**src/rtl/mac_cluster_ctrl_pkg.sv**
```systemverilog
// Shared constants for the MAC quad-cluster job sequencer.
// Latency: none (declarations only).
// Backpressure: none (declarations only).
package mac_cluster_ctrl_pkg;

   // Default drain depth of the attached cluster pipeline.
   localparam int MAC_LAT_DEFAULT = 2;

   // Sequencer state encoding, kept as plain constants so that older
   // blocks and waveform scripts can decode the state register directly.
   localparam int STATE_W = 3;
   localparam logic [STATE_W-1:0] ST_IDLE  = 3'd0;
   localparam logic [STATE_W-1:0] ST_CSET  = 3'd1;
   localparam logic [STATE_W-1:0] ST_RUN   = 3'd2;
   localparam logic [STATE_W-1:0] ST_DRAIN = 3'd3;
   localparam logic [STATE_W-1:0] ST_CAPT  = 3'd4;
   localparam logic [STATE_W-1:0] ST_DONE  = 3'd5;

   // Number of host chunks needed to cover a cfg word of the given width.
   function automatic int ceil_div(input int num, input int den);
      return (num + den - 1) / den;
   endfunction

endpackage

```
**src/rtl/mac_cluster_ctrl_cfg_loader.sv**
```systemverilog
// Assembles the wide cluster cfg word from narrow host chunks into a shadow register.
// Latency: a chunk accepted on an edge is visible on shadow right after that edge.
// Backpressure: none internally; the parent decides when a chunk fires.
module mac_cluster_ctrl_cfg_loader #(
   parameter int CFG_WIDTH   = 131,
   parameter int CHUNK_WIDTH = 32,
   parameter int NCHUNK      = 5
) (
   input  logic                   clk,
   input  logic                   rst,
   input  logic                   chunk_fire,
   input  logic [CHUNK_WIDTH-1:0] chunk,
   output logic [CFG_WIDTH-1:0]   shadow,
   output logic                   cfg_loaded
);

   localparam int IDX_W = (NCHUNK > 1) ? $clog2(NCHUNK) : 1;
   localparam int PAD_W = NCHUNK * CHUNK_WIDTH;
   localparam logic [IDX_W-1:0] IDX_LAST = IDX_W'(NCHUNK - 1);

   logic [IDX_W-1:0] idx;
   logic [PAD_W-1:0] wr_word;

   // Overlay the incoming chunk on a chunk-aligned copy of the shadow word.
   always_comb begin
      wr_word = PAD_W'(shadow);
      wr_word[idx*CHUNK_WIDTH +: CHUNK_WIDTH] = chunk;
   end

   // Last-chunk bits above the cfg word are dropped on purpose.
   if (PAD_W > CFG_WIDTH) begin : g_pad
      logic unused_pad;
      assign unused_pad = ^wr_word[PAD_W-1:CFG_WIDTH];
   end

   // Chunk index walks 0..NCHUNK-1; chunk 0 invalidates, the last chunk validates.
   always_ff @(posedge clk) begin
      if (rst) begin
         idx        <= '0;
         shadow     <= '0;
         cfg_loaded <= 1'b0;
      end else if (chunk_fire) begin
         shadow <= wr_word[CFG_WIDTH-1:0];
         idx    <= (idx == IDX_LAST) ? '0 : idx + 1'b1;
         if (idx == IDX_LAST) begin
            cfg_loaded <= 1'b1;
         end else if (idx == '0) begin
            cfg_loaded <= 1'b0;
         end
      end
   end

endmodule

```
**src/rtl/mac_cluster_ctrl.sv**
```systemverilog
// Job sequencer for one MAC quad-cluster: cfg load, cset pulse, operand streaming, drain, result hold.
// Latency: start -> res_valid is 1 (cset) + beat cycles + (MAC_LAT-1) drain + 1 capture edges.
// Backpressure: op_ready high only while streaming; results held until res_ready; chunks/start ignored while busy.
module mac_cluster_ctrl
   import mac_cluster_ctrl_pkg::*;
#(
   parameter int MAC_CONF_WIDTH = 3,
   parameter int MAC_MIN_WIDTH  = 8,
   parameter int MAC_ACC_WIDTH  = 32,
   parameter int CFG_WIDTH      = 4*MAC_ACC_WIDTH + MAC_CONF_WIDTH,
   parameter int CHUNK_WIDTH    = 32,
   parameter int NCHUNK         = ceil_div(CFG_WIDTH, CHUNK_WIDTH),
   parameter int LEN_WIDTH      = 16,
   parameter int MAC_LAT        = MAC_LAT_DEFAULT
) (
   input  logic                       clk,
   input  logic                       rst,
   input  logic                       cfg_chunk_valid,
   output logic                       cfg_chunk_ready,
   input  logic [CHUNK_WIDTH-1:0]     cfg_chunk,
   input  logic                       start,
   input  logic [LEN_WIDTH-1:0]       len,
   output logic                       busy,
   input  logic                       op_valid,
   output logic                       op_ready,
   input  logic [4*MAC_MIN_WIDTH-1:0] op_a,
   input  logic [4*MAC_MIN_WIDTH-1:0] op_b,
   output logic                       mac_en,
   output logic                       mac_cset,
   output logic [CFG_WIDTH-1:0]       mac_cfg,
   output logic [4*MAC_MIN_WIDTH-1:0] mac_a,
   output logic [4*MAC_MIN_WIDTH-1:0] mac_b,
   input  logic [4*MAC_ACC_WIDTH-1:0] mac_out,
   output logic                       res_valid,
   input  logic                       res_ready,
   output logic [4*MAC_ACC_WIDTH-1:0] res_data
);

   // Drain counter counts 0..MAC_LAT-2; with MAC_LAT=1 the drain state is skipped.
   localparam int DRN_W = (MAC_LAT > 2) ? $clog2(MAC_LAT - 1) : 1;
   localparam logic [DRN_W-1:0] DRN_LAST = DRN_W'((MAC_LAT > 1) ? (MAC_LAT - 2) : 0);
   localparam logic [STATE_W-1:0] ST_AFTER_RUN = (MAC_LAT > 1) ? ST_DRAIN : ST_CAPT;

   logic [STATE_W-1:0]   state;
   logic [LEN_WIDTH-1:0] len_q;
   logic [LEN_WIDTH-1:0] beat_cnt;
   logic [DRN_W-1:0]     drn_cnt;
   logic                 cfg_loaded;
   logic                 chunk_fire;
   logic                 start_go;
   logic                 op_fire;
   logic                 last_beat;

   assign chunk_fire = cfg_chunk_valid && cfg_chunk_ready;
   assign start_go   = (state == ST_IDLE) && start && cfg_loaded;
   assign op_fire    = op_valid && op_ready;
   // len_q is nonzero whenever RUN is reached, so len_q-1 cannot wrap here.
   assign last_beat  = (beat_cnt == (len_q - 1'b1));
   assign busy       = (state != ST_IDLE);

   mac_cluster_ctrl_cfg_loader #(
      .CFG_WIDTH   (CFG_WIDTH),
      .CHUNK_WIDTH (CHUNK_WIDTH),
      .NCHUNK      (NCHUNK)
   ) u_cfg_loader (
      .clk        (clk),
      .rst        (rst),
      .chunk_fire (chunk_fire),
      .chunk      (cfg_chunk),
      .shadow     (mac_cfg),
      .cfg_loaded (cfg_loaded)
   );

   // Job sequencing: latch len, pulse cset, count beats, drain, capture, hold.
   always_ff @(posedge clk) begin
      if (rst) begin
         state    <= ST_IDLE;
         len_q    <= '0;
         beat_cnt <= '0;
         drn_cnt  <= '0;
      end else begin
         case (state)
            ST_IDLE: begin
               if (start_go) begin
                  len_q <= len;
                  state <= ST_CSET;
               end
            end
            ST_CSET: begin
               beat_cnt <= '0;
               drn_cnt  <= '0;
               state    <= (len_q != '0) ? ST_RUN : ST_AFTER_RUN;
            end
            ST_RUN: begin
               if (op_fire) begin
                  beat_cnt <= beat_cnt + 1'b1;
                  if (last_beat) begin
                     state <= ST_AFTER_RUN;
                  end
               end
            end
            ST_DRAIN: begin
               if (drn_cnt == DRN_LAST) begin
                  state <= ST_CAPT;
               end else begin
                  drn_cnt <= drn_cnt + 1'b1;
               end
            end
            ST_CAPT: state <= ST_DONE;
            ST_DONE: begin
               if (res_ready) begin
                  state <= ST_IDLE;
               end
            end
            default: state <= ST_IDLE;
         endcase
      end
   end

   // Lane results are sampled once, after the pipeline has fully drained.
   always_ff @(posedge clk) begin
      if (rst) begin
         res_data <= '0;
      end else if (state == ST_CAPT) begin
         res_data <= mac_out;
      end
   end

   // Cluster pins and handshakes decoded from state; operands pass through only while streaming.
   always_comb begin
      cfg_chunk_ready = 1'b0;
      op_ready        = 1'b0;
      mac_en          = 1'b0;
      mac_cset        = 1'b0;
      mac_a           = '0;
      mac_b           = '0;
      res_valid       = 1'b0;
      case (state)
         ST_IDLE:  cfg_chunk_ready = !start;
         ST_CSET:  mac_cset = 1'b1;
         ST_RUN: begin
            op_ready = 1'b1;
            mac_en   = op_valid;
            mac_a    = op_a;
            mac_b    = op_b;
         end
         ST_DRAIN: mac_en = 1'b1;
         ST_DONE:  res_valid = 1'b1;
         default:  ;
      endcase
   end

endmodule

```
**config.mk**
```make
export PLATFORM = sky130hd
export DESIGN_NAME = mac_cluster_ctrl
export DESIGN_NICKNAME = d
export VERILOG_FILES = /design/src/rtl/mac_cluster_ctrl_pkg.sv /design/src/rtl/mac_cluster_ctrl_cfg_loader.sv /design/src/rtl/mac_cluster_ctrl.sv
export SDC_FILE = /design/constraint.sdc
export NUM_CORES = 1
export LEC_CHECK = 0
export CORE_AREA = 8 8 216 218
export CTS_CLUSTER_DIAMETER = 200
export DETAILED_ROUTE_END_ITERATION = 7
export DIE_AREA = 0 0 224 226
export GPL_ROUTABILITY_DRIVEN = 1
export PLACE_DENSITY = 0.61
export SYNTH_ARGS = -nofsm -noshare
export SYNTH_HDL_FRONTEND = slang
export SYNTH_SLANG_ARGS = --single-unit
```
**constraint.sdc**
```tcl
create_clock -name clk -period 4.6 [get_ports clk]
set_clock_uncertainty 0.15 [all_clocks]
set_input_delay 1.15 -clock clk [delete_from_list [all_inputs] [get_ports clk]]
set_output_delay 1.15 -clock clk [all_outputs]
set_load 0.01 [all_outputs]
```
# Yosys cells after proc, flatten, opt, wreduce, memory -nomap -nowiden
# Cells that the tools add are included.
totals:
  reg_bits: 299
  latchBits: 0
  mem_bits_rw: 0
  rom_bits: 0
  elab_cells: 65
  mem_count: 0
classes:
  addsub: 5
  mul: 0
  div: 0
  magnitude_cmp: 0
  eq_ne: 12
  shifts: 2
  muxes: 22
  bitwise_logic: 0
  n_reduce_logical: 16
ops:
  columns: ["cell", "n"]
  rows:
  - ["bitwise mux 160 bit", 1]
  - ["variable shift 32 x 34 -> 160 bit, first input constant", 1]
  - ["variable part select 32 x 34 -> 160 bit", 1]
  - ["two-way mux 32 bit", 2]
  - ["negation 8 -> 34 bit", 1]
  - ["one-hot mux 16 bit (2 select lines)", 1]
  - ["two-way mux 3 bit", 6]
  - ["one-hot mux 3 bit (6 select lines)", 1]
  - ["adder 16 x 1 -> 16 bit, second input constant", 1]
  - ["equality test 16 bit", 1]
  - ["two-way mux 16 bit", 1]
  - ["nonzero test 16 bit", 1]
  - ["subtractor 16 x 1 -> 16 bit, second input constant", 1]
  - ["inequality test 2 bit, second input constant", 5]
  - ["equality test 3 bit, second input constant", 3]
  - ["two-way mux 1 bit", 8]
  - ["equality test 3 x 2 -> 1 bit, second input constant", 2]
  - ["logical NOT 3 bit", 2]
  - ["AND reduction 2 bit", 3]
  - ["nonzero test 2 bit", 3]
  - ["AND reduction 5 bit", 1]
  - ["logical AND 1 bit", 4]
  - ["one-hot mux 1 bit (2 select lines)", 2]
  - ["adder 3 x 1 -> 3 bit, second input constant", 1]
  - ["other kinds (4)", 4]

# Logic depth before layout (Yosys ltp)
logic_depth:
  depth_word: 5
  depth_mapped: 10
  depth_no_buf: 9

# Hierarchy
# From an unflattened synthesis, not the netlist that was laid out.
hier_totals:
  cells_unflattened: 1571
  area_unflattened_um2: 12726.0
by_module_without_submodules:
  columns: ["mod", "n_inst", "cells_per_inst", "area_per_inst_um2", "seq_area_each_um2"]
  rows:
  - ["mac_cluster_ctrl", 1, 876, 6767.7, 3263.1]
  - ["mac_cluster_ctrl_cfg_loader", 1, 695, 5958.2, 2702.6]

# Worst setup path before layout
# Ideal clock, no wire load.
synth_timing:
  path_kind: "input-to-reg"
  from: "input port start"
  to: "register u_cfg_loader.shadow[66]"
  setup_ps: 65
  arrival_time_ps: 2638
  required_ps: 4385
  path_slack_ps: 1746
  path_stages: 7
  cell_sequence: "nand2b_1 > a2111oi_4 > nand2_1 > nor4b_2 > buf_4 > a22oi_1 > nor2_1"
synth_between:
  elab_chain_cells: 3
synth_rtl:
  columns: ["item", "line", "rtl"]
  rows:
  - ["start: declaration", "mac_cluster_ctrl.sv:21", "input logic start,"]
  - ["logical NOT 1 bit", "mac_cluster_ctrl.sv:139", "ST_IDLE: cfg_chunk_ready = !start;"]
  - ["two-way mux 1 bit", "mac_cluster_ctrl.sv:138", "case (state)"]
  - ["logical AND 1 bit", "mac_cluster_ctrl.sv:54", "assign chunk_fire = cfg_chunk_valid && cfg_chunk_ready;"]
  - ["end signal: assignment", "mac_cluster_ctrl_cfg_loader.sv:43", "shadow <= wr_word[CFG_WIDTH-1:0];"]
  - ["end: declaration", "mac_cluster_ctrl_cfg_loader.sv:13", "output logic [CFG_WIDTH-1:0] shadow,"]
# No other way between the ends.
# A chain may end at the register's enable or synchronous reset.

# Worst setup path in the final report
layout_timing:
  from: "register state[1]"
  to: "output port mac_b[16]"
layout_between:
  elab_chain_cells: 2
layout_rtl:
  columns: ["item", "line", "rtl"]
  rows:
  - ["start: declaration", "mac_cluster_ctrl.sv:44", "logic [STATE_W-1:0] state;"]
  - ["start signal: assignment", "mac_cluster_ctrl.sv:92", "state <= (len_q != '0) ? ST_RUN : ST_AFTER_RUN;"]
  - ["equality test 3 x 2 -> 1 bit", "mac_cluster_ctrl.sv:138", null]
  - ["two-way mux 32 bit", "mac_cluster_ctrl.sv:138", null]
  - ["end: declaration", "mac_cluster_ctrl.sv:32", "output logic [4*MAC_MIN_WIDTH-1:0] mac_b,"]
# No other way between the ends.

==> flow_metrics.env <==
export IMPL_status="finished clean"
export IMPL_yosysTopAreaCellShare_pct=51.0
export IMPL_setup_tns_ps=0
export IMPL_start_util_pct=26.9
export IMPL_io_pins=575
export IMPL_power_density_nw_per_um2=344
export IMPL_maxCapViolations=0
export IMPL_regToRegStartpoint="u_cfg_loader.idx[0]"
export IMPL_yosysUniqueCellTypes=55
export IMPL_grt_max_degree=108
export IMPL_tightestPinTransition_ps=1010
export IMPL_path_clk_slew_ps=50
export IMPL_clk_latency_ps=550
export IMPL_synthTopCellsByArea="dfxtp_1 (51%), nand2_1 (13%), a21oi_1 (9.6%)"
export IMPL_setup_viol=0
export IMPL_clock_path_buffers=3
export IMPL_drive_gt1_share_pct=4.44
export IMPL_async_reset_ff_share_pct=0
export IMPL_cts_tree="done"
export IMPL_ir_drop_v=0.000327
export IMPL_syn_nets=1717
export IMPL_maxSlewViolCount=0
export IMPL_cts_hold_buf=0
export IMPL_grt_pass1_wl_um=71300
export IMPL_final_hold_viol_count=0
export IMPL_multi_input_area_um2=5280
export IMPL_max_freq_mhz=249
export IMPL_ys_seq_elements=298
export IMPL_syn_to_final_growth_pct=63.1
export IMPL_synth_warnings=0
export IMPL_nFillCells=4268
export IMPL_hold_path_class="reg2reg"
export IMPL_grt_use_met2_pct=30.0
export IMPL_die_y_um=226
export IMPL_power_switching_mw=1.68
export IMPL_first_pass_iters=5
export IMPL_fin_total_pwr_mw=6.58
export IMPL_p_int_mw=4.89
export IMPL_top_usage_layer="met2"
export IMPL_yosys_area_share_simple_pct=25.6
export IMPL_synth_area_um2=11700
export IMPL_final_antenna_net_count=0
export IMPL_p_comb_share_pct=16.1
export IMPL_wl_um=48600
export IMPL_rows=77
export IMPL_critPathLaunch="state[1]"
export IMPL_synth_seq_area_share_pct=51.0
export IMPL_drt_iter0_drc=794
export IMPL_gp_congestion=0.841
export IMPL_synthAdderAreaFrac_pct=1.07
export IMPL_fin_crit_sh_pct=87.3
export IMPL_cp_required_ps=3300
export IMPL_antenna_found_initial=2
export IMPL_hp_start="res_data[96]"
export IMPL_cts_inserted_buffers=36
export IMPL_die_w_um=224
export IMPL_viasPerCell=4.59
export IMPL_synth_xor_area_share_pct=2.47
export IMPL_fin_crit_ps=4020
export IMPL_post_route_drc_count=0
export IMPL_synth_top_family_by_area="simple AND/OR/NAND/NOR gates"
export IMPL_rsz0062_at_grt="no"
export IMPL_dieArea_um2=50600
export IMPL_clkSinkCount=298
export IMPL_final_seq_area_um2=5970
export IMPL_overflow=0
export IMPL_synth_compound_area_share_pct=15.3
export IMPL_clkPwrFrac_pct=42.8
export IMPL_htreeDepth=2
export IMPL_path_max_fanout=66
export IMPL_hold_ws_ps=299
export IMPL_cts_repair_resized=0
export IMPL_coreArea_um2=43500
export IMPL_routedWlPerCell_um=18.7
export IMPL_slew_headroom_pct=32.5
export IMPL_place_area_um2=17900
export IMPL_p_seq_share_pct=41.1
export IMPL_vias=11900
export IMPL_hpwlAfterDp_um=35300
export IMPL_leakage_nw=6.47
export IMPL_synth_area_per_cell_um2=8.01
export IMPL_setup_worst_path_class="reg2out"
export IMPL_start_kind="flop"
export IMPL_grtUsageMet3_pct=7.78
export IMPL_cp_end_kind="primary output"
export IMPL_synthFlopType="dfxtp_1"
export IMPL_synth_edff_count=0
export IMPL_netlist_instances=1461
export IMPL_ctsRootBufferMaster="clkbuf_16"
export IMPL_stdcell_area_um2=19100
export IMPL_cts_setup_buffers=0
export IMPL_io_buffers=574
export IMPL_swShare_pct=25.6
export IMPL_yosysTopAreaCell="dfxtp_1"
export IMPL_synth_area_mux_share_pct=0.427
export IMPL_use_met1_pct=20.3
export IMPL_final_nets=2234
export IMPL_critPathArrivalTime_ps=2720
export IMPL_final_core_util_pct=44.0
export IMPL_grt_pass1_vias=11800
export IMPL_grt_use_total_pct=18.0
## cells in the mapped netlist (3+ instances only)
library cell,count
xnor2_1,19
nor2b_1,4
xor2_1,14
and2_1,66
nand3b_1,3
dfxtp_1,298
and4_1,3
ha_1,10
a21oi_1,225
and3b_1,3
nand4_1,6
nor2_1,90
inv_1,8
nand2b_1,6
nor3_1,8
a22oi_1,55
buf_4,3
nor4_1,5
or4_1,4
mux2i_1,5
clkbuf_1,101
nor3b_1,4
buf_2,4
a31oi_1,4
o21ai_0,7
or3_1,4
o21a_1,3
nand2_1,414
nand3_1,50
## metrics by stage
stage,worst slack [ps],std cells
floorplan,1750,1461
global placement,740,2532
detailed placement,779,2532
CTS,558,2595
global route,335,2596
finish,582,2596
## final cells by class
| cell class | count | share of cell area, % |
|---|---|---|
| Clock buffer | 56 | 5.74 |
| Inverter | 9 | 0.177 |
| Antenna cell | 1 | 0.0131 |
| Timing Repair Buffer | 592 | 30.9 |
| Tap cell | 592 | 3.88 |
| Multi-Input combinational cell | 1041 | 27.6 |
| Sequential cell | 298 | 31.2 |
| Clock inverter | 7 | 0.393 |
## per-layer routing
metal | wire length (um) | share of wire, % | up-vias
met3 | 4740 | 9.8 | 82
met1 | 19100 | 39 | 5558
met2 | 23300 | 48 | 388
met4 | 1420 | 2.9 | 2
li1 | - | - | 5880
met5 | 13 | 0.027 | -
## critical path, stage by stage, from the launching register on
cell and delay (ps):
dfxtp_1 630, nand2b_1 180, nor2_2 110, buf_4 420
and2_1 200, clkdlybuf4s50_1 630
## final timing paths
check	slack (ps)	endpoint	depth (start not counted)
worst max-delay path	580	mac_b[16]	5
worst min-delay path	300	res_data[96]	2
worst max register to register	1480	u_cfg_loader.shadow[130]	7
worst min register to register	300	res_data[96]	2
## cell families (layout without fill, tap and decap cells)
family | count (synthesis) | count (layout)
buf+inv | 122 | 664
simple gates | 682 | 682
xor+xnor | 33 | 33
mux | 5 | 5
flops | 298 | 298
fa+ha+maj | 10 | 10
compound gates | 311 | 311
other cells | 0 | 1
## registers in the layout, indices dropped and copies added, names as in the netlist
| register | cells |
|---|---|
| u_cfg_loader.cfg_loaded | 1 |
| beat_cnt | 16 |
| state | 3 |
| res_data | 128 |
| u_cfg_loader.idx | 3 |
| len_q | 16 |
| u_cfg_loader.shadow | 131 |
## cell usage in the layout, fill, tap and decap left out, types with 5 or more instances in the layout
master	n
o21ai_0	7
xor2_1	14
clkbuf_1	8
a22oi_1	55
inv_1	8
nor2_1	89
and2_1	67
clkdlybuf4s50_1	573
nor3_1	7
mux2i_1	5
clkbuf_8	13
xnor2_1	19
clkbuf_16	36
ha_1	10
nand4_1	6
nor4_1	5
buf_4	16
nand2_1	414
nand3_1	50
nand2b_1	6
a21oi_1	225
dfxtp_1	298
## power by group through the flow
stage               combinational [mW]  clock (mW)  sequential (mW)
floorplan                        0.402           0             2.76
global placement                  1.06           0             2.75
detailed placement                1.07           0             2.76
CTS                               1.07        2.91             2.70
global route                      1.14        3.01             2.71
finish                            1.06        2.81             2.70
(Power assumes the default switching activity.)
